$ cat src/rtl/seg7_scan_decoder.sv
// Reads back a multiplexed 7-segment display: waits for each digit's pattern to
// settle, decodes it to hex and publishes a complete frame once every digit is seen.
module seg7_scan_decoder #(
    parameter int NUM_DIGITS     = 8,
    parameter int SEG_ACTIVE_LOW = 1,
    parameter int EN_ACTIVE_LOW  = 1,
    parameter int STABLE_CYCLES  = 4
) (
    input  logic                    Clk,
    input  logic                    Reset,
    input  logic [6:0]              seg_in,
    input  logic [NUM_DIGITS-1:0]   en_in,
    output logic [4*NUM_DIGITS-1:0] digits_out,
    output logic [NUM_DIGITS-1:0]   blank_out,
    output logic                    frame_valid,
    output logic                    err_invalid,
    output logic                    err_multi
);

    localparam int IDX_W = (NUM_DIGITS > 1) ? $clog2(NUM_DIGITS) : 1;
    localparam int CNT_W = $clog2(STABLE_CYCLES + 1);
    localparam logic [CNT_W-1:0] CNT_MAX = CNT_W'(STABLE_CYCLES);

    typedef enum logic [1:0] {IDLE, DWELL, HELD} state_t;

    state_t                      state;
    logic [6:0]                  seg_q, cur_seg;
    logic [NUM_DIGITS-1:0]       en_q, mask, shadow_blank;
    logic [NUM_DIGITS-1:0][3:0]  shadow;
    logic [IDX_W-1:0]            idx, cur_idx;
    logic [CNT_W-1:0]            cnt, cnt_inc, cnt_next;
    logic                        en_any, en_multi, one_hot, same, start, cont, capture;
    logic                        glyph_ok, glyph_blank;
    logic [3:0]                  glyph_val;

    // Everything downstream of the sample register is active-high.
    always_ff @(posedge Clk or negedge Reset) begin
        if (!Reset) begin
            seg_q <= '0;
            en_q  <= '0;
        end else begin
            seg_q <= (SEG_ACTIVE_LOW != 0) ? ~seg_in : seg_in;
            en_q  <= (EN_ACTIVE_LOW != 0) ? ~en_in : en_in;
        end
    end

    always_comb begin
        idx = '0;
        for (int i = NUM_DIGITS - 1; i >= 0; i--)
            if (en_q[i]) idx = IDX_W'(i);
    end

    assign en_any   = |en_q;
    assign en_multi = (en_q & (en_q - NUM_DIGITS'(1))) != '0;
    assign one_hot  = en_any && !en_multi;
    assign same     = (idx == cur_idx) && (seg_q == cur_seg);
    // A new dwell starts from IDLE or whenever the held/dwelling sample changes.
    assign start    = one_hot && ((state == IDLE) || !same);
    assign cont     = one_hot && (state == DWELL) && same;
    assign cnt_inc  = (cnt == CNT_MAX) ? cnt : cnt + CNT_W'(1);
    assign cnt_next = start ? CNT_W'(1) : cnt_inc;
    assign capture  = (start || cont) && (cnt_next == CNT_MAX);

    always_comb begin
        glyph_ok    = 1'b1;
        glyph_blank = 1'b0;
        glyph_val   = 4'h0;
        case (seg_q)
            7'h3F: glyph_val = 4'h0;
            7'h06: glyph_val = 4'h1;
            7'h5B: glyph_val = 4'h2;
            7'h4F: glyph_val = 4'h3;
            7'h66: glyph_val = 4'h4;
            7'h6D: glyph_val = 4'h5;
            7'h7D: glyph_val = 4'h6;
            7'h07: glyph_val = 4'h7;
            7'h7F: glyph_val = 4'h8;
            7'h6F: glyph_val = 4'h9;
            7'h77: glyph_val = 4'hA;
            7'h7C: glyph_val = 4'hB;
            7'h39: glyph_val = 4'hC;
            7'h5E: glyph_val = 4'hD;
            7'h79: glyph_val = 4'hE;
            7'h71: glyph_val = 4'hF;
            7'h00: glyph_blank = 1'b1;
            default: glyph_ok = 1'b0;
        endcase
    end

    always_ff @(posedge Clk or negedge Reset) begin
        if (!Reset) begin
            state        <= IDLE;
            cnt          <= '0;
            cur_idx      <= '0;
            cur_seg      <= '0;
            mask         <= '0;
            shadow       <= '0;
            shadow_blank <= '1;
            digits_out   <= '0;
            blank_out    <= '1;
            frame_valid  <= 1'b0;
            err_invalid  <= 1'b0;
            err_multi    <= 1'b0;
        end else begin
            frame_valid <= 1'b0;
            err_invalid <= 1'b0;
            err_multi   <= 1'b0;

            if (!en_any) begin
                state <= IDLE;
                cnt   <= '0;
            end else if (en_multi) begin
                err_multi <= 1'b1;
                state     <= IDLE;
                cnt       <= '0;
            end else if (!(state == HELD && same)) begin
                cnt     <= cnt_next;
                cur_idx <= idx;
                cur_seg <= seg_q;
                state   <= capture ? HELD : DWELL;
            end

            // en_q is one-hot whenever capture is high, so it doubles as the mask bit.
            mask <= ((&mask) ? '0 : mask) | ((capture && glyph_ok) ? en_q : '0);
            if (&mask) begin
                digits_out  <= shadow;
                blank_out   <= shadow_blank;
                frame_valid <= 1'b1;
            end

            if (capture) begin
                if (glyph_ok) begin
                    shadow[idx]       <= glyph_val;
                    shadow_blank[idx] <= glyph_blank;
                end else begin
                    err_invalid <= 1'b1;
                end
            end
        end
    end

endmodule

$ cat config.mk
export PLATFORM = sky130hd
export DESIGN_NAME = seg7_scan_decoder
export DESIGN_NICKNAME = d
export VERILOG_FILES = /design/src/rtl/seg7_scan_decoder.sv
export SDC_FILE = /design/constraint.sdc
export NUM_CORES = 1
export LEC_CHECK = 0
export CAP_MARGIN = 20
export CORE_MARGIN = 5
export CORE_UTILIZATION = 51
export CTS_CLUSTER_DIAMETER = 200
export DETAILED_ROUTE_END_ITERATION = 8
export PLACE_DENSITY = 0.76
export SLEW_MARGIN = 5
export SYNTH_ARGS = -nofsm -noshare
export SYNTH_HDL_FRONTEND = slang
export SYNTH_SLANG_ARGS = --single-unit
$ cat constraint.sdc
create_clock -name Clk -period 2.5 [get_ports Clk]
set_input_delay 0.5 -clock Clk [delete_from_list [all_inputs] [get_ports Clk]]
set_output_delay 0.5 -clock Clk [all_outputs]
set_load 0.02 [all_outputs]
==> metrics.txt, run 1 <==
row cnt=37; final worst slack=-0.131 ns; CTS Root Cell=clkbuf_8; Max Cap Viol=0; Pwr Density=between 600 and 700 mW/mm2; mean number of vias per cell=5.52; leak pwr=roughly 3.8 nW; crit path time final=about 2.6 ns; antenna viol nets, final=0; gr ovfl total=0; Final setup viols=just over 50; # H-tree levels=4; EDFF count, synth=0; final hold violation count=0; I/O pin total=60; Achievable Freq=approximately 380 MHz; Fill cells=661; Post-Layout Cell Count=776; final WL=13.9 mm; most common cell in the netlist=nand2_1; Crit Path Category=flip-flop to flip-flop; status=complete, but fails checks; WP data arrival=3.03 ns; DIE AREA=0.0128 mm2; DP Wirelength=8.25 mm; pin count of the biggest net entering global routing=62; min-delay worst type=primary input to flip-flop; share of flip-flops with an asynchronous set or reset=1.00; first-pass GRT wire length=22.5 mm; met3 Resource Use GR=0.0508; Final GP Congestion=about 0.87; placed instance count=726; Inserted Diodes=0; CP required=2.90 ns; share of layout cells above drive strength 1=0.334; type of origin of the critical path=flip-flop; utilization after layout=0.746; Mapped Nets=512; clk_skew=0.00968 ns; per-cell routed wire length=17.9 um; Post-synth top cells=nand2_1, dfrtp_1, mux2_2; grt peak-use layer=met2; post-synthesis sequential area ratio=0.560; syn avg cell area=11.0 um2; initial core utilization=0.524; # DRC=0; # port buffers=59; Area growth syn-to-layout=42.1%; vias post-DR=approximately 4.3k; Die X=approximately 110 um; Worst-path clk slew=0.06 ns; CTS buffer count=17; Synth area leader=dfrtp_1; placeable core area=0.0104 mm2; Distinct cells, synth=59; GRT Total Usage=0.223; failing checks=setup timing; Post-synth top flop=dfrtp_1; Layout Nets=approximately 650; met1 usage=0.265; Syn Std Cell Area=0.00544 mm2; Tcrit/Tclk final=1.05; initial antenna violation count=0; #FFs+latches synth=121; Final Slew Violations=0; CTS tree=done; Synthesis Warnings=0; Die H=113 um; 1st-iter DRT viols=279; endpoint type of the worst setup path=flip-flop; drt pass-1 iters=5; Post-Syn Instances=493; worst-skew pair later-pin latency=0.52 ns; grt met2 use=0.390; synth top area cells=dfrtp_1, mux2_2, nand2_1, dfstp_2, nor4b_4; vias in the first global route=4467; Crit Path Max Fanout=6; RSZ-0062 raised after global routing=yes; IR drop worst, VDD=just over 0.4 mV; post-synth top area share=0.483; Slew headroom=0.571; CTS sink count=121; Longest Clk Path Bufs=2; measured slew at the worst slew-check pin=around 0.64 ns
repair_timing:
| action | in CTS | in global routing |
|---|---|---|
| hold endpoints to repair | 23 | 0 |
| pin swaps | 10 | 10 |
| buffers inserted | 13 | 5 |
| gates cloned | 1 | 0 |
| hold buffers | 1 | 0 |
| endpoints found under the setup margin | 51 | 60 |
| gates resized for setup | 48 | 22 |
power by group:
| group | internal, mW | switching [mW] | total, mW | leakage (nW) |
|---|---|---|---|---|
| sequential | 2.02 | 0.0527 | 2.07 | 1.58 |
| clock | 1.44 | 0.954 | 2.40 | 0.276 |
| combinational | 0.218 | 0.201 | 0.419 | 1.90 |
| total | 3.68 | 1.21 | 4.89 | 3.76 |
per-stage QoR:
step / power, mW / cell area, um2 / hold WS [ns] / setup WS, ns / setup TNS [ns]
floorplan: 2.30 / 5520 / 0.204 / -0.156 / -5.99
global placement: 2.47 / 6720 / 0.448 / -0.183 / -5.48
detailed placement: 2.49 / 6720 / 0.448 / -0.291 / -9.88
CTS: 4.89 / 7620 / 0.439 / -0.136 / -4.71
global route: 5.05 / 7730 / 0.431 / -0.267 / -9.99
finish: 4.89 / 7730 / 0.453 / -0.131 / -4.14
path summary, 6_finish.rpt:
kind	slack (ns)	cells after the start	to	startpoint
setup / recovery	-0.13	9	shadow[16]	en_q[3]
hold / removal	0.45	2	seg_q[3]	seg_in[3]
setup reg to reg	-0.13	9	shadow[16]	en_q[3]
hold reg to reg	0.46	2	blank_out[1]	blank_out[1]
max in group asynchronous	1.64	3	blank_out[1]	Reset
min in group asynchronous	0.52	3	seg_q[6]	Reset
worst max-delay path: stages, from the launching register on:
cell      delay, ns
dfrtp_1        0.39
or4_4          0.55
buf_6          0.15
nor4_4         0.17
a211o_4        0.20
nand4b_4       0.13
buf_12         0.18
nor4b_4        0.24
buf_6          0.18
mux2_4         0.31
state kept, by name (all words and copies together) (netlist names), 2 cells and up:
register / cells
shadow_blank: 8
en_q: 8
state: 2
blank_out: 8
seg_q: 7
cur_seg: 7
mask: 8
digits_out: 32
cnt: 3
cur_idx: 3
shadow: 32
routing by layer:
layer  vias up  routed length, um
met5         -                  0
met4         0                359
met3        34                571
met2       133               7390
met1      2169               5580
li1       1950                  -
cell families after synthesis:
| group | count (synthesis) | synth area share |
|---|---|---|
| buf+inv | 49 | 0.0359 |
| compound gates | 42 | 0.0582 |
| simple gates | 219 | 0.220 |
| flops | 121 | 0.560 |
| mux | 52 | 0.107 |
| xor+xnor | 7 | 0.0113 |
| fa+ha+maj | 3 | 0.00644 |
cells in the final DEF, fill, tap and decap left out, types with 8 or more instances in the layout:
cell	netlist	routed
buf_4	0	58
buf_6	1	14
clkbuf_16	0	17
clkdlybuf4s50_1	0	58
dfrtp_1	105	104
dfstp_2	16	16
inv_1	24	24
mux2_4	0	49
nand2_1	130	130
nand3_1	10	10
nand4_1	8	8
nor2_1	20	19
cell type report:
class	count	area (um2)	share of cell area
clock buffers	18	418	0.0541
clock inverters	14	160	0.0207
inverters	24	90.1	0.0117
multi-input cells	323	2480	0.321
flip-flops and latches	121	3050	0.394
well taps	136	170	0.0220
repair buffers	140	1360	0.176
Power figures use the tool's default switching activity.
==> run 2, diff against run 1 <==
==> constraint.sdc (replaced) <==
create_clock -name Clk -period 2.5 [get_ports Clk]
set_input_delay 0.5 -clock Clk [delete_from_list [all_inputs] [get_ports Clk]]
set_output_delay 0.5 -clock Clk [all_outputs]
set_load 0.1 [all_outputs]
==> metrics.txt, run 2 (same netlist as run 1, synthesis figures left out) <==
status=complete, but fails checks; failing checks=setup timing; hold_ws=~0.45 ns; post-placement cell area=approximately 0.0066 mm2; clk_skew=0.0100 ns; leak pwr=3.78 nW; initial core utilization=0.524; Die H=113 um; endpoint type of the worst setup path=flip-flop; Pwr Density=about 650 mW/mm2; CTS buffer count=17; final WL=around 13 mm; measured slew at the worst slew-check pin=0.568 ns; gr ovfl total=0; combinational share of power=0.083; biggest regs=digits_out: 32 flops, shadow: 32 flops; Tcrit/Tclk final=1.05; pin count of the biggest net entering global routing=between 60 and 70; RSZ-0062 raised after global routing=yes; vias post-DR=4079; Final Slew Violations=0; vias in the first global route=roughly 4.3k; final hold violation count=0; clock share of power=0.491; Crit Path Max Fanout=9; share of layout cells above drive strength 1=0.384; Reg power frac=0.426; I/O pin total=60; min-delay worst type=primary input to flip-flop; DP Wirelength=8.08 mm; finished layout cell area=0.00749 mm2; per-cell routed wire length=17.0 um; type of origin of the critical path=flip-flop; row cnt=37; Area growth syn-to-layout=37.6%; CTS Root Cell=clkbuf_8; Worst-path clk slew=0.06 ns; DIE AREA=0.0128 mm2; NetSw=around 1.2 mW; Die X=113 um; mean number of vias per cell=5.34; # port buffers=59; leading cell types in the layout, fill and taps excluded=nand2_1, dfrtp_1, buf_4; WP data arrival=3.02 ns; internal power=3.66 mW; CP required=2.90 ns; most common cell after layout, fill and taps aside=nand2_1; Layout Nets=about 630; Slew headroom=0.621; Achievable Freq=about 380 MHz; final worst slack=-0.125 ns; # DRC=0; antenna viol nets, final=0; Longest Clk Path Bufs=2; Crit Path Category=flip-flop to flip-flop; CTS sink count=roughly 120; initial antenna violation count=0; placeable core area=0.0104 mm2; Final setup viols=45; drt pass-1 iters=4; first-pass GRT wire length=~22 mm; Max Cap Viol=0; # H-tree levels=4; Inserted Diodes=0; GRT Total Usage=0.211; 1st-iter DRT viols=about 170; IR drop worst, VDD=0.437 mV; crit path time final=2.63 ns; CTS tree=done; worst-skew pair later-pin latency=0.52 ns; Final GP Congestion=0.861; Sw Ratio=0.244
-- run 2: changes by cell type in the layout (fill, tap and decap cells not counted), sizes merged --
| cell | previous run | this run |
|---|---|---|
| clkdlybuf4s50 | 58 | 15 |
| buf | 80 | 112 |
| clkinvlp | 3 | 2 |
| inv | 31 | 32 |
| clkbuf | 19 | 18 |
-- run 2: worst paths after layout --
path | slack [ns] | to | cells after the start | startpoint
max in group asynchronous | 1.24 | shadow_blank[1] | 3 | Reset
worst max register to register | -0.13 | shadow[1] | 8 | en_q[1]
worst max-delay path | -0.13 | shadow[1] | 8 | en_q[1]
worst min-delay path | 0.45 | seg_q[3] | 2 | seg_in[3]
min in group asynchronous | 0.52 | seg_q[1] | 2 | Reset
worst min register to register | 0.46 | blank_out[1] | 2 | blank_out[1]
-- run 2: metrics by stage --
step,std cells,power [mW],setup WS (ns),util,TNS (ns)
finish,764,4.84,-0.125,0.722,-2.06
global route,764,5.02,-0.206,0.722,-7.51
CTS,760,4.86,-0.0925,0.710,-1.41
detailed placement,720,2.48,-0.267,0.634,-8.84
global placement,720,2.46,-0.190,0.634,-6.07
floorplan,493,2.31,-0.156,-,-5.99
-- run 2: power groups by stage --
stage,Sequential [mW],Clock (mW),Combinational [mW]
5_1_grt,2.07,2.51,0.437
6_report,2.06,2.38,0.401
4_1_cts,2.06,2.41,0.389
2_1_floorplan,2.09,0,0.214
3_3_place_gp,2.09,0,0.370
3_5_place_dp,2.10,0,0.380
-- run 2: final cells by class --
| class | instances | area, um2 |
|---|---|---|
| sequential | 121 | 3050 |
| fill | 701 | 2880 |
| multi-input combinational | 323 | 2470 |
| timing repair buffer | 128 | 1130 |
| clock buffer | 18 | 418 |
| tap | 136 | 170 |
| clock inverter | 14 | 159 |
| inverter | 24 | 90.1 |
-- run 2: per-layer routing --
metal / part of all wire / wire [um] / vias to the layer above / global-route usage
met1: 0.42 / 5500 / 2053 / 0.264
met5: 0 / 0 / - / 0
met3: 0.040 / 517 / 21 / 0.0465
met4: 0.018 / 231 / 0 / 0.0777
met2: 0.52 / 6740 / 84 / 0.359
li1: - / - / 1921 / -
-- run 2: what timing repair did --
| action | 4_1_cts | 5_1_grt |
|---|---|---|
| hold buffers | 1 | 0 |
| resized for setup | 37 | 20 |
| pin swaps | 6 | 7 |
| setup buffers | 7 | 4 |
| endpoints found under the setup margin | 50 | 55 |
| hold endpoints to repair | 33 | 0 |
-- run 2: worst max-delay path, stage by stage, from the launching register on --
cell and delay [ns]:
dfrtp_1 0.38, or4_4 0.60, nor4_4 0.18, a211o_2 0.22
nand4b_4 0.12, buf_12 0.18, nor4b_4 0.32, buf_4 0.20
mux2_4 0.30
==> run 3, diff against run 2 <==
--- a/config.mk
+++ b/config.mk
@@ -6,7 +6,7 @@
 export NUM_CORES = 1
 export LEC_CHECK = 0
 export CAP_MARGIN = 20
-export CORE_MARGIN = 5
+export CORE_MARGIN = 2
 export CORE_UTILIZATION = 51
 export CTS_CLUSTER_DIAMETER = 200
 export DETAILED_ROUTE_END_ITERATION = 8
==> metrics.txt, run 3 (same netlist as run 1, synthesis figures left out) <==
status=complete, but fails checks; failing checks=hold timing, setup timing; Slowest-stage cell, CP=or4_4; endpoint type of the worst setup path=flip-flop; final WL=13.8 mm; share of layout cells above drive strength 1=0.392; Longest Clk Path Bufs=2; row cnt=37; IR drop worst, VDD=0.423 mV; DIE AREA=0.0115 mm2; Pwr Density=661 mW/mm2; Layout Nets=between 600 and 700; CP required=2.91 ns; total power=4.98 mW; RSZ-0062 raised after global routing=yes; # H-tree levels=4; Die X=107 um; CTS tree=done; antenna viol nets, final=0; 1st-iter DRT viols=roughly 210; Final setup viols=between 40 and 50; type of origin of the critical path=flip-flop; Slew headroom=0.537; Final Slew Violations=0; measured slew at the worst slew-check pin=0.694 ns; reg2reg start=en_q[3]; hold_ws=-0.0132 ns; Worst-path clk slew=0.06 ns; DP Wirelength=around 8.0 mm; GRT Total Usage=0.253; clk_skew=0.0127 ns; initial core utilization=0.527; CTS Root Cell=clkbuf_8; post-placement cell area=0.00657 mm2; min-delay worst type=primary input to async pin; Buffers & Inverters on Critical Path=2; Inserted Diodes=0; pin count of the biggest net entering global routing=between 100 and 150; finished layout cell area=0.00754 mm2; vias post-DR=between 4k and 5k; final hold violation count=6; Tcrit/Tclk final=1.08; Post-Layout Cell Count=777; reg2reg end=shadow[3]; biggest regs=digits_out: 32 flops, shadow: 32 flops; Max Cap Viol=0; pre-CTS WS=-0.309 ns; # DRC=0; Final GP Congestion=between 0.8 and 0.9; Achievable Freq=372 MHz; mean number of vias per cell=approximately 5.4; placeable core area=0.0103 mm2; most common cell after layout, fill and taps aside=nand2_1; initial antenna violation count=0; Crit Path Max Fanout=9; crit path time final=2.69 ns; I/O pin total=60; vias in the first global route=roughly 4.5k; Crit Path Category=flip-flop to flip-flop; placed instance count=about 720; CTS sink count=121; Die H=107 um; leak pwr=3.84 nW; leading cell types in the layout, fill and taps excluded=nand2_1, buf_4, dfrtp_1; per-cell routed wire length=17.7 um; first-pass GRT wire length=22.4 mm; worst-skew pair later-pin latency=0.53 ns; r2r worst-path depth=8; gr ovfl total=0; final worst slack=-0.191 ns; CP peak stage delay=0.60 ns; Post-CTS Hold Buffers=0; drt pass-1 iters=4; # port buffers=59; WP data arrival=3.10 ns; family with the most delay on the worst path=simple AND/OR/NAND/NOR gates; CTS buffer count=17; Area growth syn-to-layout=38.7%; Worst R2R Setup Slack=-0.19 ns; worst-path cell chain=or4_4 -> nor4_4 -> a211o_2 -> nand4b_4 -> buf_12 -> nor4b_4 -> buf_4 -> mux2_2
[run 3: worst reg2reg max path, delay by kind of cell (launching register included)]
family                 cells  cell delay, ns
and+or+nand+nor            4            1.26
buffers and inverters      2            0.39
AOI/OAI and AO/OA          1            0.22
muxes                      1            0.34
DFF                        1            0.38
[run 3: how the worst max path moves through the flow]
stage / startpoint / endpoint / slack, ns / cells past startpoint
finish: en_q[3] / shadow[3] / -0.19 / 8
detailed placement: en_q[0] / shadow[8] / -0.31 / 7
global route: en_q[3] / shadow[3] / -0.27 / 8
floorplan: en_q[0] / shadow[14] / -0.16 / 7
CTS: en_q[2] / shadow[23] / -0.12 / 8
global placement: en_q[0] / shadow[15] / -0.23 / 7
[run 3: power by group]
| part | internal (mW) | switching, mW |
|---|---|---|
| clock | 1.55 | 0.970 |
| sequential | 2.02 | 0.0470 |
| combinational | 0.205 | 0.199 |
| total | 3.77 | 1.22 |
[run 3: through the flow]
stage                     TNS (ns)  utilization
after detailed placement    -11.19        0.636
after CTS                    -3.81        0.720
after global routing         -8.85        0.731
after global placement       -8.01        0.636
final                        -3.78        0.731
after floorplan              -5.99            -
[run 3: cell type report]
class / instances / area, um2
timing repair buffer: 141 / 1200
fill: 641 / 2780
sequential: 121 / 3050
clock inverter: 14 / 185
multi-input combinational: 323 / 2430
clock buffer: 18 / 418
inverter: 24 / 90.1
tap: 136 / 170
[run 3: layer usage]
| metal | up-vias | GRT usage | share of wire |
|---|---|---|---|
| li1 | 1954 | - | - |
| met1 | 2127 | 0.310 | 0.41 |
| met2 | 119 | 0.436 | 0.52 |
| met3 | 31 | 0.0581 | 0.049 |
| met4 | 0 | 0.0955 | 0.023 |
| met5 | - | 0 | 0 |
[run 3: timing repair]
action | 4_1_cts | 5_1_grt
setup buffers | 16 | 8
setup endpoints to repair | 53 | 53
endpoints found under the hold margin | 0 | 0
pin swaps | 11 | 10
gates resized for setup | 36 | 13
